<file path="config.mk">
export PLATFORM = sky130hd
export DESIGN_NAME = key_event_57
export DESIGN_NICKNAME = d
export VERILOG_FILES = /design/src/rtl/clock_defs_57.sv /design/src/rtl/ms_tick_57.sv /design/src/rtl/key_event_57.sv
export SDC_FILE = /design/constraint.sdc
export NUM_CORES = 1
export LEC_CHECK = 0
export ABC_AREA = 1
export CORE_MARGIN = 2
export CORE_UTILIZATION = 65
export CTS_CLUSTER_DIAMETER = 80
export CTS_CLUSTER_SIZE = 30
export DETAILED_ROUTE_END_ITERATION = 12
export PLACE_DENSITY = 0.86
export REMOVE_ABC_BUFFERS = 1
export SYNTH_ARGS = -nofsm -noshare
export SYNTH_HDL_FRONTEND = slang
export SYNTH_SLANG_ARGS = --single-unit
</file>
<file path="constraint.sdc">
create_clock -name clk_50m_57 -period 2.9 [get_ports clk_50m_57]
set_input_delay 0.58 -clock clk_50m_57 [delete_from_list [all_inputs] [get_ports clk_50m_57]]
set_output_delay 0.58 -clock clk_50m_57 [all_outputs]
set_load 0.01 [all_outputs]
</file>
<file path="src/rtl/clock_defs_57.sv">
// Shared timing constants and key FSM encodings.
// Reused by the key, debounce and stopwatch blocks.
package clock_defs_57;

    localparam int DEF_CLK_HZ      = 50_000_000;
    localparam int DEF_DEBOUNCE_MS = 20;
    localparam int DEF_LONG_MS     = 1000;
    localparam int DEF_REPEAT_MS   = 200;

    // Width of the millisecond window counter (windows up to 2047 ms)
    localparam int MS_CNT_W = 11;

    typedef enum logic [2:0] {
        ST_IDLE       = 3'd0,
        ST_PRESS_DB   = 3'd1,
        ST_HELD       = 3'd2,
        ST_REPEAT     = 3'd3,
        ST_RELEASE_DB = 3'd4
    } key_state_t;

    // Convert a millisecond parameter to the counter width
    function automatic logic [MS_CNT_W-1:0] ms_const(input int ms);
        logic [31:0] v;
        v = ms;
        return v[MS_CNT_W-1:0];
    endfunction

endpackage

</file>
<file path="src/rtl/ms_tick_57.sv">
// Free-running millisecond prescaler.
// Emits a registered one-cycle tick on every counter wrap.
module ms_tick_57 #(
    parameter int CLK_HZ = 50_000_000
) (
    input  logic clk_50m_57,
    input  logic rst_57,
    output logic ms_tick_57
);

    localparam int DIV = (CLK_HZ / 1000 > 1) ? CLK_HZ / 1000 : 2;
    localparam int W   = $clog2(DIV);
    localparam logic [W-1:0] LAST = W'(DIV - 1);

    logic [W-1:0] div_cnt;

    // Count 0..DIV-1 and flag the wrap cycle
    always_ff @(posedge clk_50m_57 or negedge rst_57) begin
        if (!rst_57) begin
            div_cnt    <= '0;
            ms_tick_57 <= 1'b0;
        end else if (div_cnt == LAST) begin
            div_cnt    <= '0;
            ms_tick_57 <= 1'b1;
        end else begin
            div_cnt    <= div_cnt + 1'b1;
            ms_tick_57 <= 1'b0;
        end
    end

endmodule

</file>
<file path="src/rtl/key_event_57.sv">
// Debounced key with press / short / long / auto-repeat events.
// One instance per physical key; all outputs are registered.
module key_event_57
    import clock_defs_57::*;
#(
    parameter int CLK_HZ      = DEF_CLK_HZ,
    parameter int DEBOUNCE_MS = DEF_DEBOUNCE_MS,
    parameter int LONG_MS     = DEF_LONG_MS,
    parameter int REPEAT_MS   = DEF_REPEAT_MS
) (
    input  logic clk_50m_57,
    input  logic rst_57,
    input  logic key_in_57,
    output logic key_level_57,
    output logic press_pulse_57,
    output logic short_pulse_57,
    output logic long_pulse_57,
    output logic repeat_pulse_57
);

    localparam logic [MS_CNT_W-1:0] DB_T   = ms_const(DEBOUNCE_MS);
    localparam logic [MS_CNT_W-1:0] LONG_T = ms_const(LONG_MS);
    localparam logic [MS_CNT_W-1:0] REP_T  = ms_const(REPEAT_MS);

    logic [1:0]          sync_q;
    logic                key_s;
    logic                ms_tick;
    logic [MS_CNT_W-1:0] ms_cnt;
    logic                long_flag;
    key_state_t          state;

    assign key_s = sync_q[1];

    ms_tick_57 #(
        .CLK_HZ(CLK_HZ)
    ) u_ms_tick (
        .clk_50m_57(clk_50m_57),
        .rst_57    (rst_57),
        .ms_tick_57(ms_tick)
    );

    // Two-flop synchronizer for the raw key level
    always_ff @(posedge clk_50m_57 or negedge rst_57) begin
        if (!rst_57) begin
            sync_q <= 2'b00;
        end else begin
            sync_q <= {sync_q[0], key_in_57};
        end
    end

    // Key FSM: key_s changes win over window expiry in the same cycle
    always_ff @(posedge clk_50m_57 or negedge rst_57) begin
        if (!rst_57) begin
            state           <= ST_IDLE;
            ms_cnt          <= '0;
            long_flag       <= 1'b0;
            key_level_57    <= 1'b0;
            press_pulse_57  <= 1'b0;
            short_pulse_57  <= 1'b0;
            long_pulse_57   <= 1'b0;
            repeat_pulse_57 <= 1'b0;
        end else begin
            press_pulse_57  <= 1'b0;
            short_pulse_57  <= 1'b0;
            long_pulse_57   <= 1'b0;
            repeat_pulse_57 <= 1'b0;
            case (state)
                ST_IDLE: begin
                    ms_cnt <= '0;
                    if (key_s) begin
                        state <= ST_PRESS_DB;
                    end
                end
                ST_PRESS_DB: begin
                    if (!key_s) begin
                        state  <= ST_IDLE;
                        ms_cnt <= '0;
                    end else if (ms_cnt == DB_T) begin
                        state          <= ST_HELD;
                        ms_cnt         <= '0;
                        press_pulse_57 <= 1'b1;
                        key_level_57   <= 1'b1;
                        long_flag      <= 1'b0;
                    end else if (ms_tick) begin
                        ms_cnt <= ms_cnt + 1'b1;
                    end
                end
                ST_HELD: begin
                    if (!key_s) begin
                        state  <= ST_RELEASE_DB;
                        ms_cnt <= '0;
                    end else if (ms_cnt == LONG_T) begin
                        state         <= ST_REPEAT;
                        ms_cnt        <= '0;
                        long_pulse_57 <= 1'b1;
                        long_flag     <= 1'b1;
                    end else if (ms_tick) begin
                        ms_cnt <= ms_cnt + 1'b1;
                    end
                end
                ST_REPEAT: begin
                    if (!key_s) begin
                        state  <= ST_RELEASE_DB;
                        ms_cnt <= '0;
                    end else if (ms_cnt == REP_T) begin
                        ms_cnt          <= '0;
                        repeat_pulse_57 <= 1'b1;
                    end else if (ms_tick) begin
                        ms_cnt <= ms_cnt + 1'b1;
                    end
                end
                ST_RELEASE_DB: begin
                    if (key_s) begin
                        state  <= long_flag ? ST_REPEAT : ST_HELD;
                        ms_cnt <= '0;
                    end else if (ms_cnt == DB_T) begin
                        state          <= ST_IDLE;
                        ms_cnt         <= '0;
                        key_level_57   <= 1'b0;
                        short_pulse_57 <= !long_flag;
                    end else if (ms_tick) begin
                        ms_cnt <= ms_cnt + 1'b1;
                    end
                end
                default: begin
                    state  <= ST_IDLE;
                    ms_cnt <= '0;
                end
            endcase
        end
    end

endmodule

</file>
Yosys cells after proc, flatten, opt, wreduce, memory -nomap -nowiden
Index checks and enable logic that the tools add are counted.

operators by class
  add/sub/neg operators = 2
  equal/unequal tests = 19
  mux-type cells = 42
  reduce and logical (&&, ||, !) cells = 7

operator list
  kind                                             count
  2-to-1 mux 11 bit                                8
  one-hot mux 11 bit (4 select lines)              1
  2-to-1 mux 3 bit                                 8
  2-to-1 mux 1 bit                                 21
  adder 16 x 1 -> 16 bit, second input constant    1
  == test 16 bit, second input constant            1
  2-to-1 mux 16 bit                                1
  inequality test 2 bit, second input constant     8
  one-hot mux 3 bit (5 select lines)               1
  AND reduction 5 bit                              3
  adder 11 x 1 -> 11 bit, second input constant    1
  == test 11 x 10 -> 1 bit, second input constant  1
  == test 11 x 5 -> 1 bit, second input constant   1
  == test 11 x 8 -> 1 bit, second input constant   1
  inequality test 3 bit, second input constant     3
  == test 3 x 2 -> 1 bit, second input constant    2
  one-hot mux 1 bit (2 select lines)               2
  nonzero test 2 bit                               2
  == test 3 x 1 -> 1 bit, second input constant    1
  == test 3 bit, second input constant             1
  zero test 3 bit                                  1
  zero test 1 bit                                  1

word-level totals
  flip-flop bits (word level) = 39
  logic and storage cells = 81

Longest topological paths before layout
Gate-level depths: netlist of run 1.

  depth in word-level cells = 5
  depth in mapped cells = 11
  mapped depth without buffers = 10

By module
A second synthesis of run 1 with hierarchy kept.

second synthesis, totals
  cell total of the unflattened synthesis = 290
  area, all modules = 2123.3 um2

modules (own cells, without submodules)
  module        times used  cells an instance  area an instance (um2)
  key_event_57  1           169                1219.9
  ms_tick_57    1           121                903.4

Worst setup path before layout of run 1
Ideal clock, no wire load.

  kind = register to register
  start point = register ms_cnt[0]
  end point = register ms_cnt[5]
  data arrival time = 1.244 ns
  setup slack = 1.543 ns
  cell stages (with the launch flop) = 10
  path buffers = 0
  period minus slack after synthesis = 1.357 ns
  cells stage by stage = dfrtp_1 > inv_1 > ha_1 > inv_1 > nor2_2 > nand3_2 > nand2_4 > nand3_4 > nand2_1 > inv_1

on the way
  word-level cells in the longest chain between the ends = 5
  elaborated cells on any way between the ends = 13
  classes of those cells = add/sub: 1; eq/ne: 3; mux: 9

ends and longest elaborated chain
  element                                      line                                                         RTL
  start: declaration                           key_event_57.sv:28                                           logic [MS_CNT_W-1:0] ms_cnt;
  start signal: assignment                     key_event_57.sv:85                                           ms_cnt <= ms_cnt + 1'b1;
  start signal: assignment                     key_event_57.sv:98                                           ms_cnt <= ms_cnt + 1'b1;
  start signal: assignment                     key_event_57.sv:109                                          ms_cnt <= ms_cnt + 1'b1;
  adder 11 x 1 -> 11 bit                       n/a
  2-to-1 mux 11 bit                            n/a
  2-to-1 mux 11 bit, on equally long branches  key_event_57.sv:78, key_event_57.sv:92, key_event_57.sv:105
  2-to-1 mux 11 bit, on equally long branches  n/a
  one-hot mux 11 bit (4 select lines) *        key_event_57.sv:67                                           case (state)

Every way passes the cells marked *; elsewhere a longest branch is shown, timed or not.
A chain may end at the register's enable or synchronous reset.

Worst setup path after layout of run 1
  start point = register press_pulse_57
  end point = output port press_pulse_57

RTL lines
  element                   line                RTL
  start: declaration        key_event_57.sv:15  output logic press_pulse_57,
  start signal: assignment  key_event_57.sv:58  press_pulse_57 <= 1'b0;
  start signal: assignment  key_event_57.sv:63  press_pulse_57 <= 1'b0;
  start signal: assignment  key_event_57.sv:81  press_pulse_57 <= 1'b1;

No word-level cell between the ends.

==> results of run 1 <==
==> final timing paths <==
path / start / slack (ns) / end / cells after the start
max: press_pulse_57 / 1.07 / press_pulse_57 / 1
min: rst_57 / 0.31 / ms_cnt[8] / 1
max reg2reg: ms_cnt[0] / 1.38 / ms_cnt[1] / 9
min reg2reg: sync_q[0] / 0.36 / sync_q[1] / 0
max in group asynchronous: rst_57 / 2.07 / u_ms_tick.div_cnt[5] / 1
min in group clk_50m_57: sync_q[0] / 0.36 / sync_q[1] / 0
==> logic make-up after synthesis <==
logic type               count (synthesis)
AND/OR/NAND/NOR                        157
buffers and inverters                   52
flip-flops                              39
XOR/XNOR                                15
AO/OA/AOI/OAI                           11
adder cells (fa/ha/maj)                  3
==> power by group <==
| group | switching (W) | internal [W] |
|---|---|---|
| combinational | 0.000145 | 0.0000733 |
| clock | 0.000182 | 0.000178 |
| sequential | 0.0000332 | 0.000563 |
==> cells in the mapped netlist (3+ instances only) <==
cell type | count | area (um2)
inv_2 | 5 | 18.8
xor2_1 | 15 | 131
nand2_1 | 70 | 263
a21oi_1 | 3 | 15.0
nand4_1 | 7 | 43.8
nor3_1 | 8 | 40.0
inv_1 | 46 | 173
nor2_1 | 35 | 131
nand3_1 | 21 | 105
ha_1 | 3 | 37.5
dfrtp_1 | 39 | 976
o21ai_0 | 6 | 30.0
==> stage by stage <==
| stage | utilization, % | hold WS, ns |
|---|---|---|
| final | 75.3 | 0.306 |
| after global routing | 75.3 | 0.368 |
| after CTS | 75.3 | 0.323 |
| after detailed placement | 73.0 | 0.336 |
| after global placement | 73.0 | 0.333 |
| after floorplan | - | 0.284 |
==> metal layers <==
layer / vias up / share of wire (%) / track usage, %
li1: 876 / - / -
met1: 791 / 43 / 27.8
met2: 16 / 52 / 43.5
met3: 8 / 2.6 / 6.30
met4: 0 / 2.1 / 10.6
met5: - / 0 / 0
==> registers in the layout, indices dropped and copies added, names as in the netlist <==
signal and cells:
short_pulse_57 1, long_pulse_57 1, sync_q 2, u_ms_tick.div_cnt 16, repeat_pulse_57 1, key_level_57 1
press_pulse_57 1, state 3, u_ms_tick.ms_tick_57 1, ms_cnt 11, long_flag 1
==> placed cells by master (no fill, tap or decap), drive strengths merged, types with 3 or more instances in the layout <==
| cell type | Yosys | layout |
|---|---|---|
| a21oi | 3 | 3 |
| clkbuf | 0 | 6 |
| clkdlybuf4s50 | 0 | 6 |
| dfrtp | 39 | 39 |
| ha | 3 | 3 |
| inv | 51 | 51 |
| nand2 | 74 | 74 |
| nand3 | 24 | 24 |
| nand4 | 9 | 9 |
| nor2 | 39 | 39 |
| nor3 | 10 | 10 |
| o21ai | 6 | 6 |
| xor2 | 15 | 15 |
==> final cells by class <==
class | count | area, um2 | share of cell area [%]
Timing Repair Buffer | 7 | 65.1 | 2.78
Clock buffer | 6 | 41.3 | 1.77
Clock inverter | 1 | 30.0 | 1.28
Sequential cell | 39 | 976 | 41.8
Multi-Input combinational cell | 186 | 978 | 41.9
Tap cell | 44 | 55.1 | 2.36
Inverter | 51 | 191 | 8.19
==> summary.md, run 1 <==
| Metric | Value |
|---|---|
| Status | finished clean |
| Final period util | 63.0% |
| Simple-gate share of the synthesized area | 34.8% |
| CP top delay family | buffers and inverters |
| Initial Utilization | 69.4% |
| Initial antenna violation count | 0 |
| Clk slew on worst S/H paths | 0.12 ns |
| CTS Hold Bufs | 0 |
| Setup ws final | 1.07 ns |
| Register bit total from synthesis | 39 |
| DPL Wire Length | 2.86 mm |
| Area grow syn2layout | 8.54% |
| Fmax | 548 MHz |
| Critical path's largest stage delay | 0.54 ns |
| Number of warnings issued by yosys | 0 |
| Vias in the first global route | 1617 |
| Leakage | 1.26 nW |
| H-tree levels | 2 |
| Max Clock Skew | 0.00876 ns |
| Critical Path Start Type | flop |
| Synth Area in Adders | 1.74% |
| Data arrival time of the worst path | 1.25 ns |
| GP Congestion | 0.852 |
| Nets | 296 |
| Max Buffers Root-to-Sink | 2 |
| Worst EP required | 2.32 ns |
| Count of final setup violators | 0 |
| Post-Syn Area | 2150 um2 |
| Layout fillers | 247 |
| RSZ-0062 raised after global routing | false |
| IO Port Bufs | 7 |
| Average size of a mapped cell | 7.77 um2 |
| Residual DRC | 0 |
| Asr flop ratio synth | 100% |
| Number of max-cap violations | 0 |
| Dpl cells | 327 |
| Slew Limit Fails | 0 |
| Die Height | 61.6 um |
| Crit-path slowest cell | clkdlybuf4s50_1 |
| Final Non-Filler Cells | 334 |
| Slew HR | 44.5% |
| Final Instance Area | 2340 um2 |
| Total clock sinks | 39 |
| Worst-Skew Late Latency | 0.36 ns |
| Worst min path class | in2async |
| VDD IR max | 0.332 mV |
| Unique masters post-synth | 25 |
| Core Region | 3100 um2 |
| Antenna viol nets, final | 0 |
| Pwr per Cell Area | 502 nW/um2 |
| Crit. End Element | output pin |
| Die Wd | 61.6 um |
| Setup TNS | 0 ns |
| Worst slew pin tran | 0.832 ns |
| # rows | 20 |
| Crit-path cells | clkdlybuf4s50_1 |
| First-pass GRT wire length | 6.62 mm |
| Iter 0 DRT Violations | 94 |
| # resized after CTS | 0 |
| Kind of critical path | reg2out |
| Vias per cell | 5.06 |
| Largest net degree at the start of global routing | 40 |
| Largest family of logic cells by synthesized area | simple AND/OR/NAND/NOR gates |
| Main synth FF type | dfrtp_1 |
| Routed length per instance | 11.2 um |
| Diodes inserted | 0 |
| Vias | 1691 |
| Die footprint | 3790 um2 |
| Synth Area in XOR/XNOR | 6.10% |
| Clock root cell | clkbuf_4 |
| GRT Util Overall | 24.5% |
| Number of post-CTS setup repair buffers | 0 |
| Gr ovfl total | 0 |
| CP bufs+invs | 1 |
| Layout cells sized above 1 | 9.31% |
| Compound-Gate Fraction of Synth Area | 2.79% |
| Crit path max fanout | 1 |
| Post-synth EDFFs | 0 |
| Mapped Cells | 277 |
| I/O pin count | 8 |
| Final Hold Fails | 0 |
| Mux share of post-synthesis cell area | 0% |
| TritonCTS Buffers | 5 |
| CTS tree | built |
| Pre-CTS worst setup slack | 1.38 ns |
| DP Area | 2270 um2 |
| Sequential element share of the synthesized area | 45.3% |
| Pwr Total | 0.00117 W |
| Crit path time final | 1.83 ns |
| Number of iterations in the first detailed-routing pass | 4 |
| Post-Route WL | 3.74 mm |
(Power assumes the default switching activity.)
==> run 2: changes to the inputs <==
--- a/config.mk
+++ b/config.mk
@@ -7,11 +7,11 @@
 export LEC_CHECK = 0
 export ABC_AREA = 1
 export CORE_MARGIN = 2
-export CORE_UTILIZATION = 65
+export CORE_UTILIZATION = 60
 export CTS_CLUSTER_DIAMETER = 80
 export CTS_CLUSTER_SIZE = 30
 export DETAILED_ROUTE_END_ITERATION = 12
-export PLACE_DENSITY = 0.86
+export PLACE_DENSITY = 0.81
 export REMOVE_ABC_BUFFERS = 1
 export SYNTH_ARGS = -nofsm -noshare
 export SYNTH_HDL_FRONTEND = slang
==> constraint.sdc (replaced) <==
create_clock -name clk_50m_57 -period 1.72 [get_ports clk_50m_57]
set_input_delay 0.344 -clock clk_50m_57 [delete_from_list [all_inputs] [get_ports clk_50m_57]]
set_output_delay 0.344 -clock clk_50m_57 [all_outputs]
set_load 0.01 [all_outputs]
==> run 2 against run 1 <==
Effect of this change: wire length fell by 2.7%; non-clock buffer count is 3 higher; sequential share of layout area decreased by 0.44 points; final cell count grew 1.8%; critical path type unchanged; largest cell class unchanged; largest power group unchanged.
==> summary.md, run 2 (synthesis gave the netlist of run 1 again) <==
| Metric | Value |
|---|---|
| Reg area | 976 um2 |
| Setup TNS | 0 ns |
| GR peak layer | met2 |
| CP top delay family | buffers and inverters |
| Crit path time final | 1.57 ns |
| Most frequent cells in the layout | nand2_1, inv_1, dfrtp_1 |
| Layout cells sized above 1 | 10.2% |
| IO Port Bufs | 7 |
| Total clock sinks | 39 |
| Number of post-CTS setup repair buffers | 0 |
| Vias per cell | 4.97 |
| Diodes inserted | 0 |
| Number of max-cap violations | 0 |
| Iter 0 DRT Violations | 58 |
| CP bufs+invs | 1 |
| Clk slew on worst S/H paths | 0.11 ns |
| First-pass GRT wire length | 6.61 mm |
| Worst slew pin tran | 0.564 ns |
| Hold slack | 0.360 ns |
| Die Height | 63.9 um |
| GRT Util Overall | 20.9% |
| TritonCTS Buffers | 5 |
| Met3 global-route usage | 5.28% |
| Vias in the first global route | 1616 |
| GP Congestion | 0.834 |
| Max reg flops | 16 |
| Final Non-Filler Cells | 340 |
| Largest net degree at the start of global routing | 28 |
| Routed length per instance | 10.7 um |
| Crit. End Element | output pin |
| Crit path max fanout | 2 |
| Slew Limit Fails | 0 |
| Count of final setup violators | 0 |
| Initial antenna violation count | 0 |
| Critical path's largest stage delay | 0.53 ns |
| Biggest registers after layout | u_ms_tick.div_cnt x16, ms_cnt x11, state x3 |
| Final period util | 91.1% |
| RSZ-0062 raised after global routing | false |
| Reg2Reg Setup Slack | 0.22 ns |
| DPL Wire Length | 2.82 mm |
| Layout fillers | 284 |
| Pwr per Cell Area | 810 nW/um2 |
| Slew HR | 62.4% |
| Max Buffers Root-to-Sink | 2 |
| Largest reg by FF count | u_ms_tick.div_cnt |
| Die Wd | 63.9 um |
| Dpl cells | 331 |
| Area grow syn2layout | 9.70% |
| Worst min path class | reg2reg |
| Status | finished clean |
| Nets | 299 |
| Worst-Skew Late Latency | 0.34 ns |
| Gr ovfl total | 0 |
| Max Clock Skew | 0.0148 ns |
| Pwr Total | 0.00191 W |
| Number of iterations in the first detailed-routing pass | 4 |
| Core Region | 3390 um2 |
| Residual DRC | 0 |
| I/O pin count | 8 |
| Met1 usage | 23.0% |
| Critical Path Start Type | flop |
| Commonest non-fill, non-tap cell in the layout | nand2_1 |
| VDD IR max | 0.382 mV |
| Die footprint | 4080 um2 |
| H-tree levels | 2 |
| Post-Route WL | 3.64 mm |
| Initial Utilization | 63.5% |
| Fmax | 638 MHz |
| Antenna viol nets, final | 0 |
| CTS tree | built |
| Leakage | 1.27 nW |
| Vias | 1690 |
| Data arrival time of the worst path | 1.22 ns |
| Clock root cell | clkbuf_4 |
| Crit-path cells | clkdlybuf4s50_1 |
| # rows | 21 |
| Kind of critical path | reg2out |
| Worst EP required | 1.38 ns |
| Final Hold Fails | 0 |
| Area of the multi-input gates | 978 um2 |
| Global-route track usage on met2 | 38.5% |
| Crit-path slowest cell | clkdlybuf4s50_1 |
[run 2: cell types whose count changed in the layout (fill, tap and decap cells not counted), sizes merged]
cell / before / now
buf: 1 / 3
bufinv: 1 / 0
clkbuf: 6 / 8
dlygate4sd3: 0 / 1
[run 2: what timing repair did]
action / 4_1_cts / 5_1_grt
gates resized for setup: 0 / 0
setup endpoints to repair: 0 / 0
hold buffers: 1 / 0
endpoints found under the hold margin: 22 / 0
[run 2: metrics by stage]
step	setup WS, ns	utilization [%]	area [um2]
after floorplan	0.363	-	2150
after global placement	0.259	67.4	2280
after detailed placement	0.205	67.4	2280
after CTS	0.135	69.7	2360
after global routing	0.0316	69.7	2360
final	0.153	69.7	2360
[run 2: worst paths after layout]
| path | depth (start not counted) | startpoint | endpoint |
|---|---|---|---|
| max in group asynchronous | 3 | rst_57 | u_ms_tick.div_cnt[4] |
| setup / recovery | 1 | key_level_57 | key_level_57 |
| setup reg to reg | 9 | ms_cnt[0] | ms_cnt[2] |
| min in group asynchronous | 2 | rst_57 | ms_cnt[9] |
| hold / removal | 0 | sync_q[0] | sync_q[1] |
| hold reg to reg | 0 | sync_q[0] | sync_q[1] |
[run 2: where the power goes]
part / total, W / internal (W) / switching [W]
Sequential: 0.00101 / 0.000948 / 0.0000623
Combinational: 0.000377 / 0.000128 / 0.000249
Clock: 0.000525 / 0.000241 / 0.000284
Total: 0.00191 / 0.00132 / 0.000596
[run 2: area by class of cell]
type                            count  area share [%]
Sequential cell                    39            41.3
Inverter                           51            8.10
Timing Repair Buffer               10            3.81
Tap cell                           46            2.44
Clock buffer                        8            2.91
Multi-Input combinational cell    186            41.4
[run 2: routing by layer]
layer	part of all wire [%]	wire length, um	vias to the layer above
met5	0	0	-
met2	51	1870	21
met4	1.1	41	0
li1	-	-	886
met3	3.0	111	5
met1	45	1620	778
==> run 3: changes to the inputs <==
--- a/config.mk
+++ b/config.mk
@@ -6,6 +6,7 @@
 export NUM_CORES = 1
 export LEC_CHECK = 0
 export ABC_AREA = 1
+export CORE_ASPECT_RATIO = 0.6
 export CORE_MARGIN = 2
 export CORE_UTILIZATION = 60
 export CTS_CLUSTER_DIAMETER = 80
==> run 3 against run 2 <==
Effect of this change: global-route usage up 4.5 points; sequential share of layout area down 0.35 points; power up 5.2%; final cell count down 0.88%; wire length up 21%; maximum frequency up 2.2%; sequential power about the same; first-iteration DRC count up 140%; critical path depth unchanged.
==> summary.md, run 3 (synthesis gave the netlist of run 1 again) <==
| Metric | Value |
|---|---|
| Leakage | 1.27 nW |
| Residual DRC | 0 |
| RR Endpoint | ms_cnt[6] |
| Die footprint | 4100 um2 |
| Critical Path Start Type | flop |
| Layout cells sized above 1 | 10.3% |
| Antenna viol nets, final | 0 |
| Sequential Power Share | 49.9% |
| Routed length per instance | 13.1 um |
| Pwr Total | 0.00201 W |
| Crit-path slowest cell | clkdlybuf4s50_1 |
| DPL Wire Length | 3.37 mm |
| Final period util | 89.1% |
| Number of iterations in the first detailed-routing pass | 5 |
| GP Congestion | 0.908 |
| Reg2Reg Setup Slack | 0.22 ns |
| Core Region | 3340 um2 |
| Critical path's largest stage delay | 0.54 ns |
| Nets | 297 |
| Slew Limit Fails | 0 |
| Sw Share | 32.4% |
| Worst-Skew Late Latency | 0.29 ns |
| Iter 0 DRT Violations | 138 |
| Most frequent cells in the layout | nand2_1, inv_1, dfrtp_1 |
| I/O pin count | 8 |
| Area grow syn2layout | 10.6% |
| Vias in the first global route | 1585 |
| Clk slew on worst S/H paths | 0.08 ns |
| Net load switching power | 0.000651 W |
| Worst slew pin tran | 0.508 ns |
| # resized after CTS | 0 |
| Worst EP required | 1.38 ns |
| Vias | 1765 |
| First-pass GRT wire length | 7.60 mm |
| Worst Setup SP | key_level_57 |
| RSZ-0062 raised after global routing | false |
| IO Port Bufs | 7 |
| Crit path max fanout | 2 |
| Crit path time final | 1.53 ns |
| Max Buffers Root-to-Sink | 2 |
| Initial antenna violation count | 0 |
| Vias per cell | 5.24 |
| Fmax | 652 MHz |
| Commonest non-fill, non-tap cell in the layout | nand2_1 |
| # rows | 16 |
| CTS Hold Bufs | 0 |
| Cell depth of the worst setup path | 1 |
| Pwr per Cell Area | 845 nW/um2 |
| Max reg flops | 16 |
| Crit-path cells | clkdlybuf4s50_1 |
| Status | finished clean |
| Largest reg by FF count | u_ms_tick.div_cnt |
| Biggest registers after layout | u_ms_tick.div_cnt x16, ms_cnt x11, state x3 |
| Crit. End Element | output pin |
| Initial Utilization | 64.4% |
| End point of the critical path | key_level_57 |
| Number of post-CTS setup repair buffers | 0 |
| CP top delay family | buffers and inverters |
| H-tree levels | 2 |
| P_int | 0.00136 W |
| Max Clock Skew | 0.00657 ns |
| Gr ovfl total | 0 |
| Largest net degree at the start of global routing | 21 |
| Die Height | 50.4 um |
| CTS tree | built |
| Slew HR | 66.1% |
| CP bufs+invs | 1 |
| TritonCTS Buffers | 5 |
| Clock root cell | clkbuf_8 |
| VDD IR max | 0.893 mV |
| Count of final setup violators | 0 |
| Number of max-cap violations | 0 |
| Setup TNS | 0 ns |
| R2r startpoint | ms_cnt[0] |
| Clock Power Share | 30.6% |
| Gate power share | 19.5% |
| GRT Util Overall | 25.4% |
| Final Hold Fails | 0 |
| Total clock sinks | 39 |
| Die Wd | 81.3 um |
| Diodes inserted | 0 |
| Cell count of the worst reg-to-reg path | 9 |
| Data arrival time of the worst path | 1.19 ns |
| Kind of critical path | reg2out |
| Post-Route WL | 4.41 mm |
| Worst min path class | in2async |
-- run 3: worst min-delay path by stage --
stage | endpoint | slack (ns) | startpoint
after floorplan | key_level_57 | 0.05 | rst_57
after global placement | u_ms_tick.div_cnt[14] | 0.33 | rst_57
after detailed placement | u_ms_tick.div_cnt[14] | 0.34 | rst_57
after CTS | ms_cnt[6] | 0.02 | rst_57
after global routing | ms_cnt[6] | 0.04 | rst_57
final | ms_cnt[6] | 0.007 | rst_57
-- run 3: worst register-to-register path, stage by stage (launching register included) --
cell	delay (ns)
dfrtp_1	0.42
inv_1	0.07
ha_1	0.18
inv_1	0.06
nor2_2	0.15
nand3_4	0.13
nand2_4	0.12
nand3_4	0.13
nand2_1	0.10
inv_1	0.04
-- run 3: per-layer routing --
metal	vias up	global-route usage (%)	wire [um]
met5	-	0	0
met4	0	7.34	28
met2	65	28.3	1510
li1	891	-	-
met1	805	44.7	2480
met3	4	7.01	391
-- run 3: through the flow --
stage          setup WS, ns  std cells  cell area, um2  hold slack (ns)  utilization, %
5_1_grt              0.0258        337            2380           0.0411            71.3
3_5_place_dp          0.213        329            2290            0.335            68.4
4_1_cts               0.184        337            2370           0.0156            71.0
2_1_floorplan         0.363        276            2150           0.0484               -
3_3_place_gp          0.260        329            2290            0.328            68.4
6_report              0.187        337            2380          0.00685            71.3
-- run 3: area by class of cell --
type                    count  area, um2
clock inverters             2       12.5
well taps                  45       56.3
fillers                   253        961
inverters                  51        191
repair buffers              8       85.1
flip-flops and latches     39        976
multi-input cells         186        988
clock buffers               6       72.6
-- run 3: power groups by stage --
stage | sequential, W | clock (W) | combinational (W)
after floorplan | 0.00101 | 0 | 0.000288
after global placement | 0.00102 | 0 | 0.000383
after detailed placement | 0.00102 | 0 | 0.000387
after CTS | 0.00100 | 0.000620 | 0.000387
after global routing | 0.00101 | 0.000658 | 0.000444
final | 0.00100 | 0.000615 | 0.000393
